File: src/rtl/misr_compactor_pkg.sv
// Shared types and the MISR next-state function for the signature compactor.
// The step function works on a fixed maximum width so any WIDTH/NIN pair can use it.
package misr_compactor_pkg;

  typedef enum logic [1:0] {
    IDLE = 2'd0,
    RUN  = 2'd1,
    DONE = 2'd2
  } state_e;

  localparam int MAX_W = 64;

  // Galois shift toward bit 0; the dropped LSB re-enters at the MSB and at every tapped stage.
  // Input bit d[k] is folded in at position width-1-k, so d[0] lands on the MSB.
  function automatic logic [MAX_W-1:0] misr_step(input logic [MAX_W-1:0] s,
                                                 input logic [MAX_W-1:0] poly,
                                                 input logic [MAX_W-1:0] d,
                                                 input int width,
                                                 input int nin);
    logic [MAX_W-1:0] n;
    logic [MAX_W-1:0] inj;
    logic             fb;
    fb  = s[0];
    n   = '0;
    inj = '0;
    for (int i = 0; i < MAX_W - 1; i++) begin
      if (i < width - 1) n[i] = s[i+1] ^ (fb & poly[i]);
    end
    if (fb) n = n | (MAX_W'(1) << (width - 1));
    for (int k = 0; k < MAX_W; k++) begin
      if (k < nin) inj[MAX_W-1-k] = d[k];
    end
    return n ^ (inj >> (MAX_W - width));
  endfunction

endpackage

File: src/rtl/misr_compactor_core.sv
// Signature register with synchronous load and step-enable; exposes the next step value.
module misr_core
  import misr_compactor_pkg::*;
#(
  parameter int WIDTH = 16,
  parameter int NIN   = 4
) (
  input  logic             clk,
  input  logic             rst_n,
  input  logic             load_i,
  input  logic             en_i,
  input  logic [WIDTH-1:0] seed_i,
  input  logic [WIDTH-1:0] poly_i,
  input  logic [NIN-1:0]   din_i,
  output logic [WIDTH-1:0] sig_o,
  output logic [WIDTH-1:0] step_o
);

  logic [WIDTH-1:0] sig_q, sig_d;

  assign step_o = WIDTH'(misr_step(MAX_W'(sig_q), MAX_W'(poly_i), MAX_W'(din_i), WIDTH, NIN));

  always_comb begin
    sig_d = sig_q;
    if (load_i)    sig_d = seed_i;
    else if (en_i) sig_d = step_o;
  end

  always_ff @(posedge clk or negedge rst_n) begin
    if (!rst_n) sig_q <= '0;
    else        sig_q <= sig_d;
  end

  assign sig_o = sig_q;

endmodule

File: src/rtl/misr_compactor.sv
// MISR response compactor with a session controller: load seed, compact a
// programmed number of valid beats, then compare the signature with a golden value.
module misr_compactor
  import misr_compactor_pkg::*;
#(
  parameter int WIDTH = 16,
  parameter int NIN   = 4,
  parameter int CNT_W = 16
) (
  input  logic             clk,
  input  logic             rst_n,
  input  logic             start,
  input  logic             abort,
  input  logic [WIDTH-1:0] seed,
  input  logic [WIDTH-1:0] poly,
  input  logic [WIDTH-1:0] golden,
  input  logic [CNT_W-1:0] num_patterns,
  input  logic [NIN-1:0]   din,
  input  logic             din_valid,
  output logic [WIDTH-1:0] sig,
  output logic             busy,
  output logic             done,
  output logic             pass
);

  state_e           state_q, state_d;
  logic [CNT_W-1:0] cnt_q, cnt_d, cnt_inc;
  logic             pass_q, pass_d;
  logic             load, en;
  logic [WIDTH-1:0] step;

  misr_core #(.WIDTH(WIDTH), .NIN(NIN)) u_core (
    .clk    (clk),
    .rst_n  (rst_n),
    .load_i (load),
    .en_i   (en),
    .seed_i (seed),
    .poly_i (poly),
    .din_i  (din),
    .sig_o  (sig),
    .step_o (step)
  );

  assign cnt_inc = cnt_q + CNT_W'(1);

  // abort wins over everything; a zero-length session completes on the start edge itself
  always_comb begin
    state_d = state_q;
    cnt_d   = cnt_q;
    pass_d  = pass_q;
    load    = 1'b0;
    en      = 1'b0;
    if (abort) begin
      state_d = IDLE;
      pass_d  = 1'b0;
    end else begin
      case (state_q)
        IDLE, DONE: begin
          if (start) begin
            load  = 1'b1;
            cnt_d = '0;
            if (num_patterns == '0) begin
              state_d = DONE;
              pass_d  = (seed == golden);
            end else begin
              state_d = RUN;
              pass_d  = 1'b0;
            end
          end
        end
        RUN: begin
          if (din_valid) begin
            en    = 1'b1;
            cnt_d = cnt_inc;
            if (cnt_inc == num_patterns) begin
              state_d = DONE;
              pass_d  = (step == golden);
            end
          end
        end
        default: state_d = IDLE;
      endcase
    end
  end

  always_ff @(posedge clk or negedge rst_n) begin
    if (!rst_n) begin
      state_q <= IDLE;
      cnt_q   <= '0;
      pass_q  <= 1'b0;
    end else begin
      state_q <= state_d;
      cnt_q   <= cnt_d;
      pass_q  <= pass_d;
    end
  end

  assign busy = (state_q == RUN);
  assign done = (state_q == DONE);
  assign pass = pass_q;

endmodule

File: config.mk
export PLATFORM = sky130hd
export DESIGN_NAME = misr_compactor
export DESIGN_NICKNAME = d
export VERILOG_FILES = /design/src/rtl/misr_compactor_pkg.sv /design/src/rtl/misr_compactor_core.sv /design/src/rtl/misr_compactor.sv
export SDC_FILE = /design/constraint.sdc
export NUM_CORES = 1
export LEC_CHECK = 0
export CAP_MARGIN = 30
export CORE_MARGIN = 2
export CORE_UTILIZATION = 30
export CTS_CLUSTER_DIAMETER = 80
export DETAILED_ROUTE_END_ITERATION = 12
export PLACE_DENSITY = 0.56
export SLEW_MARGIN = 15
export SYNTH_ARGS = -nofsm -noshare
export SYNTH_HDL_FRONTEND = slang
export SYNTH_HIERARCHICAL = 1
export SYNTH_SLANG_ARGS = --single-unit
File: constraint.sdc
create_clock -name clk -period 2.35 [get_ports clk]
set_input_delay 0.47 -clock clk [delete_from_list [all_inputs] [get_ports clk]]
set_output_delay 0.47 -clock clk [all_outputs]
set_load 0.01 [all_outputs]
# Word-level counts from Yosys, hierarchy flattened
# Cells that the tools add are included.
# op_classes
reduce_logical,9
addsub,1
n_bitwise,32
eq_ne,10
muxes,24
# op_table
op,count
$mux W16,5
$eq A16 B16 Y1,3
$pmux W16 S2,1
$add A16 B1 Y16 const B,1
$logic_not A16 Y1,1
$xor A16 B16 Y16,1
$and A1 B1 Y1,15
$xor A1 B1 Y1,15
$mux W1,11
$mux W2,5
$reduce_and A4 Y1,2
$ne A3 B3 Y1 const B,2
$ne A2 B2 Y1 const B,2
$pmux W2 S2,1
$reduce_bool A2 Y1,2
$ne A3 B2 Y1 const B,1
$reduce_and A3 Y1,1
$reduce_bool A3 Y1,1
$eq A2 B1 Y1 const B,1
$eq A2 B2 Y1 const B,1
$logic_not A2 Y1,1
$pmux W1 S2,1
$reduce_or A2 Y1,1
$not A1 Y1,1
# totals
word_cells,80
regBits,35
out_inout_bits,19

# Longest topological paths before layout
# Gate-level depths: netlist (run 1).
# depth
word_depth,9
mapped_depth,10

# Modules after synthesis
# The synthesis (run 1) kept the hierarchy.
# modules_own_cells
mod,n_inst,cells_each,area_each_um2
misr_compactor,1,235,1903.1
misr_core,1,116,1022.2

# Worst setup path before layout (run 1)
# Ideal clock, no wire load.
# synth_timing
path_kind,reg-to-reg
from,register cnt_q[0]
to,register pass_q (netlist: pass)
setup_time_ns,0.125
stages_incl_launch_ff,11
required_time_ns,2.225
period_less_slack_ns,2.566
arrival_time_ns,2.441
setup_slack_ns,-0.216
path_cell_list,dfrtp_1 ha_1 nand2_1 or4_1 buf_2 nor2_2 xnor2_1 o21ai_2 nor4_4 a21oi_2 mux2_4
# synth_via
elab_chain_len,4
# synth_lines
element,line_no,source
"start, declared",misr_compactor.sv:27,"logic [CNT_W-1:0] cnt_q, cnt_d, cnt_inc;"
"start signal, assigned",misr_compactor.sv:93,cnt_q <= cnt_d;
$add A16 B1 Y16,misr_compactor.sv:44,assign cnt_inc = cnt_q + CNT_W'(1);
$eq A16 B16 Y1,misr_compactor.sv:75,if (cnt_inc == num_patterns) begin
$ne A3 B2 Y1 (no source line),-,
$reduce_and A4 Y1 (no source line),-,
"end signal, assigned",misr_compactor.sv:94,pass_q <= pass_d;
"end, declared",misr_compactor.sv:28,"logic pass_q, pass_d;"
# No other way between the ends.
# A chain may end at the register's enable or synchronous reset.

# Final worst setup path (run 1)
# Ends and elaborated chain as after synthesis.

==> out/results.tsv, run 1 <==
stage	metric	value	unit
grt	gr usage total	19.04	%
yosys	cell area after synthesis	0.002925	sq mm
critical_path	CP Data Required Time	2.53	ns
die	die area	0.01056	sq mm
timing	RSZ-0062 raised after global routing	true	
power_and_ir_drop	switching power	836.4	uW
power_and_ir_drop	P per Cell Area	533.2	mW/mm^2
yosys	synth warn	6	
power_and_ir_drop	Internal	1577	uW
timing	Slew headroom	68.98	%
yosys	syn_area_per_cell	8.334	sq um
critical_path	crit start category	flip-flop	
route	DRT Wirelength	9.612	mm
route	Vias/cell	5.019	
critical_path	Stages on worst setup path	9	
job	Max Cap Viol	0	
cells_and_area	share of post-route cells with drive strength above 1	18.28	%
route	DR iter-0 viols	96	
timing	final hold vios	0	
critical_path	Crit-path slowest cell	dfrtp_1	
critical_path	CP Buf/Inv Count	1	
yosys	cell taking the most area after synthesis	dfrtp_1	
critical_path	r2r setup slk	-0.11	ns
clock_network	clock sink count	35	
yosys	Synth cell types	49	
critical_path	Critical Path Max Stage Delay	0.42	ns
cells_and_area	number of nets in the layout	561	
grt	vias in the first global route	3259	
clock_network	Clock Path Buffers	2	
critical_path	crit path cell chain	ha_4 > buf_6 > nor4bb_4 > o311a_1 > a2111oi_4 > nand4_1 > nor4_4 > a21oi_2 > mux2_4	
cells_and_area	P&R area growth vs syn	54.75	%
timing	Final WS setup	-0.1054	ns
grt	initial antenna violation count	0	
timing	Clock Skew	0.004608	ns
timing	Final Cycle Share	104.5	%
die	I/O pin cnt	92	
power_and_ir_drop	VDD IR max	0.2824	mV
timing	final setup fails	1	
critical_path	Reg-to-Reg End	pass	
cells_and_area	final instance area	0.004527	sq mm
clock_network	Clock Latency Late Sink	0.29	ns
route	Vias	3112	
clock_network	hold buffer count at cts	0	
grt	largest net degree at the start of global routing	36	
die	chip height	102.7	microns
yosys	ys async rst share	100.0	%
grt	global-route wire length before repair	15.75	mm
cells_and_area	Final Util	46.96	%
critical_path	kind of critical path	flip-flop to flip-flop	
cells_and_area	filler instances	993	
timing	Slew Viols, Final	0	
critical_path	cell family with most CP delay	compound AO/OA/AOI/OAI gates	
clock_network	Clock transition at path regs	0.07	ns
power_and_ir_drop	leakage	0.001862	uW
yosys	Seq/Total Area, Yosys	29.94	%
critical_path	Worst setup EP type	flip-flop	
timing	worst hold slack	0.2101	ns
clock_network	CTS tree	built	
critical_path	R2R Path Start	cnt_q[0]	
timing	top achievable clock speed	407.3	MHz
place	Final HPWL DP	7.473	mm
yosys	syn nets	425	
outcome	failing checks	setup timing	
critical_path	WP data arrival	2.63	ns
route	WL/cell	15.50	microns
clock_network	CTS Buf Count	5	
clock_network	H-tree depth	2	
route	post-route ant nets	0	
hold_path	Worst Hold Class	primary input to async pin	
critical_path	Reg2Reg Depth	9	
die	row cnt	36	
die	die width	102.7	microns
yosys	ranking of synthesized cells by area	dfrtp_1 (30%), xnor2_1 (13%), xor2_1 (7.5%)	
power_and_ir_drop	clock share of power	18.9	%
timing	Worst Tran Pin Value	0.4653	ns
power_and_ir_drop	Reg power frac	32.7	%
power_and_ir_drop	switch share	34.65	%
timing	crit path time final	2.455	ns
outcome	status	finished with violations	
place	area of placed instances	0.004337	sq mm
critical_path	Max FO, Critical Path	6	
power_and_ir_drop	Gate power share	48.4	%
place	I/O Buffers	90	
yosys	number of flops mapped to enable cells by yosys	0	
route	Post-route DRC	0	
clock_network	Root Buffer Master	clkbuf_8	
yosys	Syn Inst Count	351	
yosys	ys flop type	dfrtp_1	
route	DRT Pass-1 Iters	5	
cells_and_area	antenna diode count	0	
yosys	register bit total from synthesis	35	
die	core area	0.009639	sq mm
yosys	Synth top area share	29.94	%
die	Initial Util	30.35	%
place	Final GP Congestion	0.8264	
grt	aggregate global routing overflow	0	
==> cells in the final DEF, fill, tap and decap left out, types with 12 or more instances in the layout <==
master,instances
dfrtp_1,35
nand2b_1,15
clkdlybuf4s50_1,88
buf_4,56
xnor2_1,44
a21o_1,14
o21ai_0,32
xor2_1,25
nor2_1,12
nand2_1,48
==> Yosys cell counts, drive strengths merged, types with 5 or more instances <==
master,instances
o21ai,35
nand2b,15
and3,5
a21oi,6
xor2,25
nor2,16
inv,7
dfrtp,35
clkbuf,5
a21o,14
nor4,12
buf,14
nand4,7
nand2,50
nand3,11
o31ai,5
xnor2,45
==> power groups by stage <==
stage | combinational (uW) | clock, uW | sequential [uW]
3_3_place_gp | 1140 | 0 | 797
2_1_floorplan | 565 | 0 | 824
4_1_cts | 1150 | 477 | 790
5_1_grt | 1280 | 496 | 801
6_report | 1170 | 457 | 789
3_5_place_dp | 1140 | 0 | 796
==> worst max-delay path by stage <==
stage / endpoint / startpoint
floorplan: pass / cnt_q[0]
global placement: pass / num_patterns[0]
detailed placement: pass / num_patterns[8]
CTS: pass / cnt_q[0]
global route: pass / cnt_q[0]
finish: pass / cnt_q[0]
==> metal layers <==
metal | global-route usage (%) | wire length, microns | vias up
met3 | 3.390 | 617 | 18
li1 | - | - | 1504
met5 | 0 | 0 | -
met2 | 32.48 | 4505 | 134
met1 | 24.28 | 4265 | 1456
met4 | 6.680 | 223 | 0
==> sequential cells by signal (all words and copies together), names as in the netlist <==
name / flops
cnt_q: 16
pass: 1
state_q: 2
u_core/sig_o: 16
==> final cells by class <==
type / instances / area (sq um) / area share [%]
clock inverters: 1 / 5.005 / 0.1106
flip-flops and latches: 35 / 875.8 / 19.35
well taps: 133 / 166.4 / 3.676
multi-input cells: 289 / 2017 / 44.55
inverters: 8 / 30.03 / 0.6634
repair buffers: 148 / 1350 / 29.82
clock buffers: 6 / 82.58 / 1.824
==> cells by family after synthesis <==
| family | after synthesis | synth area share [%] |
|---|---|---|
| DFF | 35 | 29.94 |
| adders and majority gates | 1 | 0.4276 |
| muxes | 3 | 1.197 |
| AOI/OAI and AO/OA | 81 | 19.03 |
| buffers and inverters | 27 | 4.405 |
| xor gates and xnor gates | 70 | 20.96 |
| and+or+nand+nor | 134 | 24.04 |
==> through the flow <==
stage	worst slack (ns)	power, uW	cells	TNS [ns]
after detailed placement	-0.3879	1938	611	-0.8994
after CTS	-0.1060	2417	618	-0.1060
after global routing	-0.2055	2576	620	-0.3125
final	-0.1054	2414	620	-0.1054
after global placement	-0.3489	1934	611	-0.7569
after floorplan	-0.1580	1388	351	-0.1580
==> repair_timing <==
action	4_1_cts	5_1_grt
pin swaps	1	3
cloned	0	0
buffers inserted	0	2
gates resized for setup	11	9
endpoints found under the setup margin	3	3
No activity file was read; power rests on OpenSTA's default activity.
==> run 2, diff against run 1 <==
- CORE_UTILIZATION: 30 -> 43
- PLACE_DENSITY: 0.56 -> 0.76
- clock period: 2.35 -> 2.2 ns (I/O delays scaled with it)
==> out/results.tsv, run 2 (synthesized netlist as in run 1, its figures left out) <==
stage	metric	value	unit
power_and_ir_drop	VDD IR max	0.4042	mV
die	I/O pin cnt	92	
timing	crit path time final	2.391	ns
clock_network	H-tree depth	2	
grt	initial antenna violation count	0	
power_and_ir_drop	P per Cell Area	625.7	mW/mm^2
job	Max Cap Viol	0	
place	I/O Buffers	90	
route	post-route ant nets	0	
critical_path	Crit-path slowest cell	dfrtp_1	
cells_and_area	sequential cell area	875.8	sq um
timing	Final Cycle Share	108.7	%
clock_network	clock sink count	35	
clock_network	Clock transition at path regs	0.07	ns
critical_path	crit start category	flip-flop	
route	DRT Pass-1 Iters	4	
critical_path	cell family with most CP delay	compound AO/OA/AOI/OAI gates	
outcome	failing checks	setup timing	
cells_and_area	final instance area	0.004549	sq mm
die	chip height	86.48	microns
die	Initial Util	43.78	%
critical_path	Worst setup EP type	flip-flop	
die	row cnt	30	
place	Final HPWL DP	7.339	mm
route	Vias/cell	5.437	
cells_and_area	share of post-route cells with drive strength above 1	18.83	%
critical_path	CP Buf/Inv Count	1	
clock_network	Root Buffer Master	clkbuf_8	
timing	Clock Skew	0.007493	ns
timing	Worst Tran Pin Value	0.4791	ns
route	DR iter-0 viols	184	
hold_path	Worst Hold Class	flip-flop to flip-flop	
clock_network	hold buffer count at cts	0	
cells_and_area	commonest non-fill, non-tap cell in the layout	clkdlybuf4s50_1	
power_and_ir_drop	leakage	0.001900	uW
timing	RSZ-0062 raised after global routing	true	
critical_path	crit path cell chain	ha_4 > buf_6 > nor4bb_4 > o311a_1 > a2111oi_4 > nand4_1 > nor4_4 > a21oi_2 > mux2_4	
timing	top achievable clock speed	418.3	MHz
clock_network	CTS tree	built	
cells_and_area	antenna diode count	0	
die	die width	86.48	microns
timing	setup TNS	-0.2864	ns
clock_network	Clock Path Buffers	2	
clock_network	Clock Latency Late Sink	0.29	ns
route	Vias	3121	
place	Final GP Congestion	0.8768	
critical_path	CP Data Required Time	2.38	ns
clock_network	CTS Buf Count	5	
cells_and_area	commonest non-fill, non-tap cells in the layout	clkdlybuf4s50_1 (90), buf_4 (62), nand2_1 (49)	
outcome	status	finished with violations	
cells_and_area	filler instances	530	
grt	aggregate global routing overflow	0	
hold_path	HP Start	cnt_q[14]	
critical_path	CP Launch Point	cnt_q[0]	
critical_path	kind of critical path	flip-flop to flip-flop	
critical_path	Max FO, Critical Path	5	
critical_path	Critical Path Max Stage Delay	0.42	ns
critical_path	WP data arrival	2.57	ns
grt	gr usage total	26.25	%
timing	Slew headroom	68.06	%
grt	global-route wire length before repair	15.61	mm
cells_and_area	area of the multi-input gates	0.002013	sq mm
place	area of placed instances	0.004340	sq mm
grt	largest net degree at the start of global routing	36	
die	die area	0.007479	sq mm
route	WL/cell	16.43	microns
grt	vias in the first global route	3360	
place	pre-CTS setup slack	-0.4698	ns
timing	final hold vios	0	
timing	Slew Viols, Final	0	
die	core area	0.006681	sq mm
cells_and_area	number of nets in the layout	567	
timing	final setup fails	3	
cells_and_area	P&R area growth vs syn	55.52	%
route	DRT Wirelength	9.433	mm
route	Post-route DRC	0	
critical_path	R2R Path Start	cnt_q[0]	
timing	Final WS setup	-0.1908	ns
==> run 2: cell types whose count changed in the layout (fill, tap and decap cells not counted), sizes merged <==
cell           delta
clkdlybuf4s50     +2
bufinv            +2
clkinv            -1
buf               +5
dlymetal6s2s      -1
==> run 2: repair_timing <==
| item | 4_1_cts | 5_1_grt |
|---|---|---|
| endpoints found under the setup margin | 3 | 3 |
| resized for setup | 14 | 1 |
| setup buffers | 1 | 0 |
| pin swaps | 2 | 0 |
==> run 2: layout make-up <==
type | instances | share of cell area [%]
clock buffer | 6 | 1.595
clock inverter | 2 | 1.320
inverter | 8 | 0.6601
multi-input combinational | 289 | 44.25
sequential | 35 | 19.25
tap | 80 | 2.200
timing repair buffer | 154 | 30.72
==> run 2: final timing paths <==
kind,endpoint,slack (ns),cells after the start
worst max-delay path,pass,-0.19,9
worst min-delay path,cnt_q[14],0.56,1
worst max register to register,pass,-0.19,9
worst min register to register,cnt_q[14],0.56,1
max in group asynchronous,state_q[0],1.28,2
min in group asynchronous,u_core/sig_o[14],0.58,2
==> run 2: metal layers <==
metal  GRT usage [%]  part of all wire, %
met4           10.94                  2.9
met1           30.98                   41
met5               0                    0
met2           46.57                   51
met3           4.857                  5.7
==> run 2: per-stage QoR <==
stage / utilization (%) / instances / power (uW) / hold WS [ns]
after floorplan: - / 351 / 1484 / 0.1444
after global placement: 64.96 / 565 / 2090 / 0.5294
after detailed placement: 64.96 / 565 / 2119 / 0.5385
after CTS: 68.02 / 574 / 2854 / 0.5544
after global routing: 68.09 / 574 / 2993 / 0.5821
final: 68.09 / 574 / 2847 / 0.5563
==> run 2: power by group <==
| group | internal, uW | switching [uW] |
|---|---|---|
| combinational | 723 | 573 |
| clock | 453 | 250 |
| sequential | 739 | 107 |
| total | 1920 | 931 |
